### src/rtl/seg_scan_driver_if.sv
// seg_scan_driver_if: digit data in, scanned segment/select data out.
// The master side is the timekeeping logic (or a bench); the slave side is
// the scan driver itself.
interface seg_scan_driver_if;
  logic [31:0] digits;
  logic [7:0]  dp_mask;
  logic [7:0]  blink_mask;
  logic [7:0]  select_light;
  logic [7:0]  display_char;
  logic        frame_start;

  modport master (
    output digits, dp_mask, blink_mask,
    input  select_light, display_char, frame_start
  );

  modport slave (
    input  digits, dp_mask, blink_mask,
    output select_light, display_char, frame_start
  );
endinterface

### src/rtl/seg_scan_driver.sv
// seg_scan_driver: time-multiplexed driver for an 8-digit seven-segment display.
// A prescaler divides CP into SCAN_DIV-cycle digit slots; the slot index walks
// digit 0..7 continuously. Inputs are copied into shadow registers at every
// frame boundary (slot 7 -> slot 0), so a frame never mixes old and new data.
// Outputs are registered and computed from the post-edge state, so the new
// digit and its freshly latched data appear together one cycle after tick.
//
// Optional feature macro: SEG_BLINK_EN
//   defined     - frame counter, blink phase and blink_mask shadow are built;
//                 digits with their blink bit set go dark while the phase is 1.
//   not defined - blink logic absent, blink_mask ignored, BLINK_FRAMES unused.
module seg_scan_driver #(
  parameter int unsigned SCAN_DIV     = 100000,
  parameter int unsigned BLINK_FRAMES = 64
) (
  input  logic             CP,
  input  logic             _CR,
  seg_scan_driver_if.slave bus
);

  localparam int unsigned      PRE_W   = (SCAN_DIV > 1) ? $clog2(SCAN_DIV) : 1;
  localparam logic [PRE_W-1:0] PRE_MAX = PRE_W'(SCAN_DIV - 1);

  // One state per digit slot; the state value is the digit index.
  typedef enum logic [2:0] {
    DRIVE0 = 3'd0,
    DRIVE1 = 3'd1,
    DRIVE2 = 3'd2,
    DRIVE3 = 3'd3,
    DRIVE4 = 3'd4,
    DRIVE5 = 3'd5,
    DRIVE6 = 3'd6,
    DRIVE7 = 3'd7
  } state_t;

  // Segment glyph {g,f,e,d,c,b,a} for a 4-bit digit code.
  function automatic logic [6:0] seg_glyph(input logic [3:0] code);
    logic [6:0] g;
    case (code)
      4'h0:    g = 7'h3F;
      4'h1:    g = 7'h06;
      4'h2:    g = 7'h5B;
      4'h3:    g = 7'h4F;
      4'h4:    g = 7'h66;
      4'h5:    g = 7'h6D;
      4'h6:    g = 7'h7D;
      4'h7:    g = 7'h07;
      4'h8:    g = 7'h7F;
      4'h9:    g = 7'h6F;
      4'hA:    g = 7'h40;
      default: g = 7'h00;
    endcase
    return g;
  endfunction

  logic [PRE_W-1:0] r_pre;
  state_t           r_state;
  logic [31:0]      r_digits;
  logic [7:0]       r_dp;
  logic [7:0]       r_sel;
  logic [7:0]       r_char;
  logic             r_fs;

  logic             w_tick;
  logic             w_boundary;
  state_t           w_state_next;
  logic [2:0]       w_idx_next;
  logic [31:0]      w_digits_next;
  logic [7:0]       w_dp_next;
  logic [3:0]       w_code;
  logic             w_blank_next;
  logic [7:0]       w_char_next;
  logic [7:0]       w_sel_next;

  // Slot timing and next-state view of slot index and digit shadows.
  always_comb begin
    w_tick     = (r_pre == PRE_MAX);
    w_boundary = w_tick && (r_state == DRIVE7);
    if (w_tick) begin
      w_state_next = state_t'(r_state + 3'd1);
    end else begin
      w_state_next = r_state;
    end
    if (w_boundary) begin
      w_digits_next = bus.digits;
      w_dp_next     = bus.dp_mask;
    end else begin
      w_digits_next = r_digits;
      w_dp_next     = r_dp;
    end
  end

`ifdef SEG_BLINK_EN
  localparam int unsigned     FC_W   = (BLINK_FRAMES > 1) ? $clog2(BLINK_FRAMES) : 1;
  localparam logic [FC_W-1:0] FC_MAX = FC_W'(BLINK_FRAMES - 1);

  logic [FC_W-1:0] r_fc;
  logic            r_phase;
  logic [7:0]      r_blink;
  logic            w_phase_next;
  logic [7:0]      w_blink_next;

  // Next blink phase and blink shadow; a counter wrap at the boundary flips
  // the phase in the same edge that loads the new shadows.
  always_comb begin
    if (w_boundary) begin
      w_blink_next = bus.blink_mask;
      if (r_fc == FC_MAX) begin
        w_phase_next = ~r_phase;
      end else begin
        w_phase_next = r_phase;
      end
    end else begin
      w_blink_next = r_blink;
      w_phase_next = r_phase;
    end
    w_blank_next = w_phase_next & w_blink_next[w_idx_next];
  end

  // Frame counter, blink phase and blink-mask shadow.
  always_ff @(posedge CP or negedge _CR) begin
    if (!_CR) begin
      r_fc    <= {FC_W{1'b0}};
      r_phase <= 1'b0;
      r_blink <= 8'h00;
    end else begin
      if (w_boundary) begin
        if (r_fc == FC_MAX) begin
          r_fc <= {FC_W{1'b0}};
        end else begin
          r_fc <= r_fc + FC_W'(1);
        end
      end else begin
        r_fc <= r_fc;
      end
      r_phase <= w_phase_next;
      r_blink <= w_blink_next;
    end
  end
`else
  localparam int unsigned UNUSED_BLINK_FRAMES = BLINK_FRAMES;
  logic w_unused_blink;

  // Without blinking nothing is ever blanked.
  always_comb begin
    w_blank_next   = 1'b0;
    w_unused_blink = ^bus.blink_mask;
  end
`endif

  // Decode the digit that will be shown after the coming edge.
  always_comb begin
    w_idx_next  = w_state_next;
    w_code      = w_digits_next[{w_idx_next, 2'b00} +: 4];
    w_sel_next  = 8'h01 << w_idx_next;
    if (w_blank_next) begin
      w_char_next = 8'h00;
    end else begin
      w_char_next = {w_dp_next[w_idx_next], seg_glyph(w_code)};
    end
  end

  // Prescaler, slot state machine and digit/dp shadow registers.
  always_ff @(posedge CP or negedge _CR) begin
    if (!_CR) begin
      r_pre    <= {PRE_W{1'b0}};
      r_state  <= DRIVE7;
      r_digits <= 32'h0000_0000;
      r_dp     <= 8'h00;
    end else begin
      if (w_tick) begin
        r_pre <= {PRE_W{1'b0}};
      end else begin
        r_pre <= r_pre + PRE_W'(1);
      end
      r_state  <= w_state_next;
      r_digits <= w_digits_next;
      r_dp     <= w_dp_next;
    end
  end

  // Registered outputs: update on tick only, so they stay dark until the
  // first slot after reset and hold steady for the whole slot.
  always_ff @(posedge CP or negedge _CR) begin
    if (!_CR) begin
      r_sel  <= 8'h00;
      r_char <= 8'h00;
      r_fs   <= 1'b0;
    end else begin
      if (w_tick) begin
        r_sel  <= w_sel_next;
        r_char <= w_char_next;
      end else begin
        r_sel  <= r_sel;
        r_char <= r_char;
      end
      r_fs <= w_boundary;
    end
  end

  assign bus.select_light = r_sel;
  assign bus.display_char = r_char;
  assign bus.frame_start  = r_fs;

endmodule

### src/flat_wrapper.sv
// flat-port wrapper written by rule: the top's interface ports become plain ports
module seg_scan_driver_flat 
#(
  parameter int unsigned SCAN_DIV     = 100000,
  parameter int unsigned BLINK_FRAMES = 64
)
  (CP, _CR, bus_digits, bus_dp_mask, bus_blink_mask, bus_select_light, bus_display_char, bus_frame_start);
  seg_scan_driver_if bus_i ();
  input  logic CP;
  input  logic _CR;
  input wire logic [$bits(bus_i.digits)-1:0] bus_digits;
  input wire logic [$bits(bus_i.dp_mask)-1:0] bus_dp_mask;
  input wire logic [$bits(bus_i.blink_mask)-1:0] bus_blink_mask;
  output wire logic [$bits(bus_i.select_light)-1:0] bus_select_light;
  output wire logic [$bits(bus_i.display_char)-1:0] bus_display_char;
  output wire logic [$bits(bus_i.frame_start)-1:0] bus_frame_start;
  assign bus_i.digits = bus_digits;
  assign bus_i.dp_mask = bus_dp_mask;
  assign bus_i.blink_mask = bus_blink_mask;
  assign bus_select_light = bus_i.select_light;
  assign bus_display_char = bus_i.display_char;
  assign bus_frame_start = bus_i.frame_start;
  seg_scan_driver #(.SCAN_DIV(SCAN_DIV), .BLINK_FRAMES(BLINK_FRAMES)) u_core (.CP(CP), ._CR(_CR), .bus(bus_i));
endmodule
### config.mk
export PLATFORM = sky130hd
export DESIGN_NAME = seg_scan_driver_flat
export DESIGN_NICKNAME = d
export VERILOG_FILES = /design/src/rtl/seg_scan_driver_if.sv /design/src/rtl/seg_scan_driver.sv /design/src/flat_wrapper.sv
export SDC_FILE = /design/constraint.sdc
export NUM_CORES = 1
export LEC_CHECK = 0
export ABC_AREA = 1
export BUFFER_PORTS_ARGS = -buffer_cell sky130_fd_sc_hd__buf_2
export CORE_ASPECT_RATIO = 1.5
export CORE_MARGIN = 4
export CORE_UTILIZATION = 56
export CTS_CLUSTER_DIAMETER = 120
export CTS_CLUSTER_SIZE = 28
export DETAILED_ROUTE_END_ITERATION = 10
export PLACE_DENSITY_LB_ADDON = 0.2
export SLEW_MARGIN = 20
export SYNTH_ARGS = -nofsm -noshare
export SYNTH_HDL_FRONTEND = slang
export SYNTH_SLANG_ARGS = --single-unit
### constraint.sdc
create_clock -name CP -period 3.85 [get_ports CP]
set_input_delay 0.5775 -clock CP [delete_from_list [all_inputs] [get_ports CP]]
set_output_delay 0.5775 -clock CP [all_outputs]
set_load 0.1 [all_outputs]
==> flow_summary_export.csv <==
group,metric,value,unit
sta,max_freq,307.0,MHz
synth,syn_area,4050,sq um
pwr,power,0.001388,W
critical_path,cp_slowest_cell,"nand4_2",
global_routing,track_usage,22.70,%
floorplan,ioPinCount,67,
critical_path,cp.required,4.09,ns
clock_tree,cts_root_buf,"clkbuf_8",
detailed_routing,viasPerCell,5.182,
sta,fin_crit,3.257,ns
global_routing,antenna_found_initial,0,
floorplan,initial_core_util,58.32,%
sta,slew_headroom,36.02,%
synth,synth.net_count,598,
clock_tree,clk_pin_slew,0.07,ns
sta,rsz0062_at_grt,"no",
flow_run,drv_cap,0,
sta,fin_tns_setup,0,ns
clock_tree,clock_sinks,77,
critical_path,cp_cell_sequence,"ha_1 > nand3_1 > nor2_2 > nand4_2 > buf_4 > nand2_1 > a21oi_1 > nor2_1 > nand2_1 > nand2_1 > nand2_1 > ha_1 > nand3_1 > nand2_1 > nand2_1 > nand2_1 > nand2_1 > nand2_1",
finish,fill_cells,638,
detailed_routing,vias,3560,
pwr,total_leakage_power,2.521,nW
global_routing,grt-ovfl-total,0,
sta,tightest_slew,0.9597,ns
detailed_routing,detail_route.first_pass.iterations,4,
synth,ys_ff_latch,77,
clock_tree,holdBufCountCts,0,
floorplan,rows,37,
place,globalplace.congestion,0.9370,
sta,finalSetupViolations,0,
finish,final_common_cell,"nand2_1",
pwr,ir_worst_vdd,0.2685,mV
detailed_routing,ant_nets,0,
floorplan,die_h,112.2,um
place,dp_hpwl,6799,um
detailed_routing,drcViolationCount,0,
detailed_routing,wl_per_cell,13.40,um
sta,final_hold_viol_count,0,
finish,area_growth,13.13,%
critical_path,critPathKind,"flip-flop to flip-flop",
place,dp.cells,671,
global_routing,grt_max_degree,78,
floorplan,die_width,77.44,um
clock_tree,cts_buffers,9,
finish,finalNetCount,663,
detailed_routing,drt_iter0_markers,211,
critical_path,crit_fanout,19,
place,numPortBuffers,58,
pwr,power.density,302.9,nW/um^2
global_routing,grt_pass1_wl,15840,um
synth,yosysSeqAreaShare,47.67,%
synth,synth.distinct_cells,36,
critical_path,critPathMaxStageDelay,0.43,ns
sta,maxSlewViolCount,0,
clock_tree,cts.htree.levels,3,
synth,yosysWarningCount,0,
critical_path,cp-end-kind,"flip-flop",
clock_tree,cts_resized,0,
synth,synth_area_per_cell,7.514,sq um
floorplan,die_area,8685,sq um
sta,period_share,84.60,%
clock_tree,cts_max_path_buffers,2,
clock_tree,cts_setup_buffers,0,
critical_path,start_kind,"flip-flop",
status,status,"complete, no violations",
clock_tree,cts_tree,"built",
floorplan,core_area,6944,sq um
hold_path,min_path_type,"primary input to asynchronous set/reset pin",
critical_path,cp.arrival,3.50,ns
finish,antennaDiodeCount,0,
global_routing,grt_pass1_vias,3516,
synth,synth_cells,539,
finish,drive_gt1_share,16.91,%
detailed_routing,wirelength,9204,um
finish,fin_cells,687,
sta,skew,0.008070,ns
finish,layout_common_cells,"nand2_1 (175), nor2_1 (86), inv_1 (76)",
clock_tree,worstSkewPairLatency,0.35,ns
critical_path,crit_top_cell,"nand2_1",
-- final cells by class --
| type | instances | area (sq um) | area share (%) |
|---|---|---|---|
| Tap cell | 78 | 97.59 | 2.130 |
| Clock buffer | 14 | 152.6 | 3.332 |
| Inverter | 79 | 296.5 | 6.472 |
| Clock inverter | 2 | 10.01 | 0.2185 |
| Timing Repair Buffer | 63 | 330.3 | 7.209 |
| Sequential cell | 77 | 1931 | 42.14 |
| Multi-Input combinational cell | 374 | 1764 | 38.50 |
-- kinds of logic after synthesis --
| logic type | Yosys count | synth area share (%) |
|---|---|---|
| AOI/OAI and AO/OA | 40 | 5.715 |
| xor gates and xnor gates | 2 | 0.4326 |
| adders and majority gates | 9 | 2.780 |
| buffers and inverters | 88 | 8.773 |
| DFF | 77 | 47.67 |
| and+or+nand+nor | 323 | 34.63 |
-- path summary, 6_finish.rpt --
| kind | to | slack (ns) | startpoint | depth (start not counted) |
|---|---|---|---|---|
| worst max-delay path | u_core.bus.display_char[3]$_DFFE_PN0N_ | 0.59 | u_core.r_pre[0]$_DFF_PN0_ | 18 |
| worst min-delay path | u_core.r_pre[0]$_DFF_PN0_ | 0.36 | _CR | 1 |
| worst max register to register | u_core.bus.display_char[3]$_DFFE_PN0N_ | 0.59 | u_core.r_pre[0]$_DFF_PN0_ | 18 |
| worst min register to register | u_core.r_pre[0]$_DFF_PN0_ | 0.47 | u_core.r_pre[0]$_DFF_PN0_ | 1 |
| max in group asynchronous | u_core.r_digits[24]$_DFF_PN0_ | 2.85 | _CR | 1 |
| min in group CP | u_core.r_digits[13]$_DFF_PN0_ | 0.45 | bus_digits[13] | 3 |
-- routing by layer --
metal / up-vias / routed length (um) / track usage, %
met5: - / 0 / 0
met4: 0 / 181 / 9.026
met3: 14 / 366 / 4.575
met2: 76 / 4829 / 40.57
met1: 1669 / 3827 / 26.38
li1: 1801 / - / -
-- where the power goes --
part           internal, W  switching (W)
clock             0.000251       0.000276
sequential        0.000814     0.00000138
combinational    0.0000185      0.0000276
-- synth_stat cells, drive strengths merged --
library cell | instances | area share [%]
o41ai | 1 | 0.22
nor2 | 90 | 8.7
dfstp | 3 | 1.9
o211ai | 1 | 0.19
nand4 | 11 | 1.9
nor3 | 6 | 1.0
buf | 7 | 1.3
xor2 | 2 | 0.43
dfrtp | 74 | 46
nand3 | 27 | 4.1
a41oi | 1 | 0.22
inv | 79 | 7.3
ha | 9 | 2.8
nand2 | 185 | 18
nor4 | 3 | 0.46
a21oi | 8 | 0.99
nand3b | 1 | 0.19
a211oi | 1 | 0.19
o21ai | 24 | 3.2
clkbuf | 2 | 0.19
a22oi | 2 | 0.37
a31oi | 2 | 0.31
-- worst max-delay path, delay by kind of cell, from the launching register on --
kind            cells  cell delay (ns)
flops               1             0.38
buf+inv             1             0.38
compound gates      1             0.07
fa+ha+maj           2             0.51
simple gates       14             1.79
-- sequential cells by signal (all words and copies together), names as in the netlist --
name and cells:
u_core.bus.display_char 8, u_core.r_dp 8, u_core.r_digits 32, u_core.bus.select_light 8, u_core.r_pre 17, u_core.r_state 3
u_core.bus.frame_start 1
-- stage by stage --
stage / cell area [sq um] / hold slack [ns] / worst slack [ns] / utilization [%]
finish: 4582 / 0.3628 / 0.5928 / 65.98
global route: 4582 / 0.4313 / 0.2689 / 65.98
CTS: 4582 / 0.4077 / 0.5758 / 65.98
detailed placement: 4419 / 0.4629 / 0.5922 / 63.64
global placement: 4419 / 0.4521 / 0.6748 / 63.64
floorplan: 4050 / 0.2819 / 1.127 / -
No activity file was read; power rests on OpenSTA's default activity.
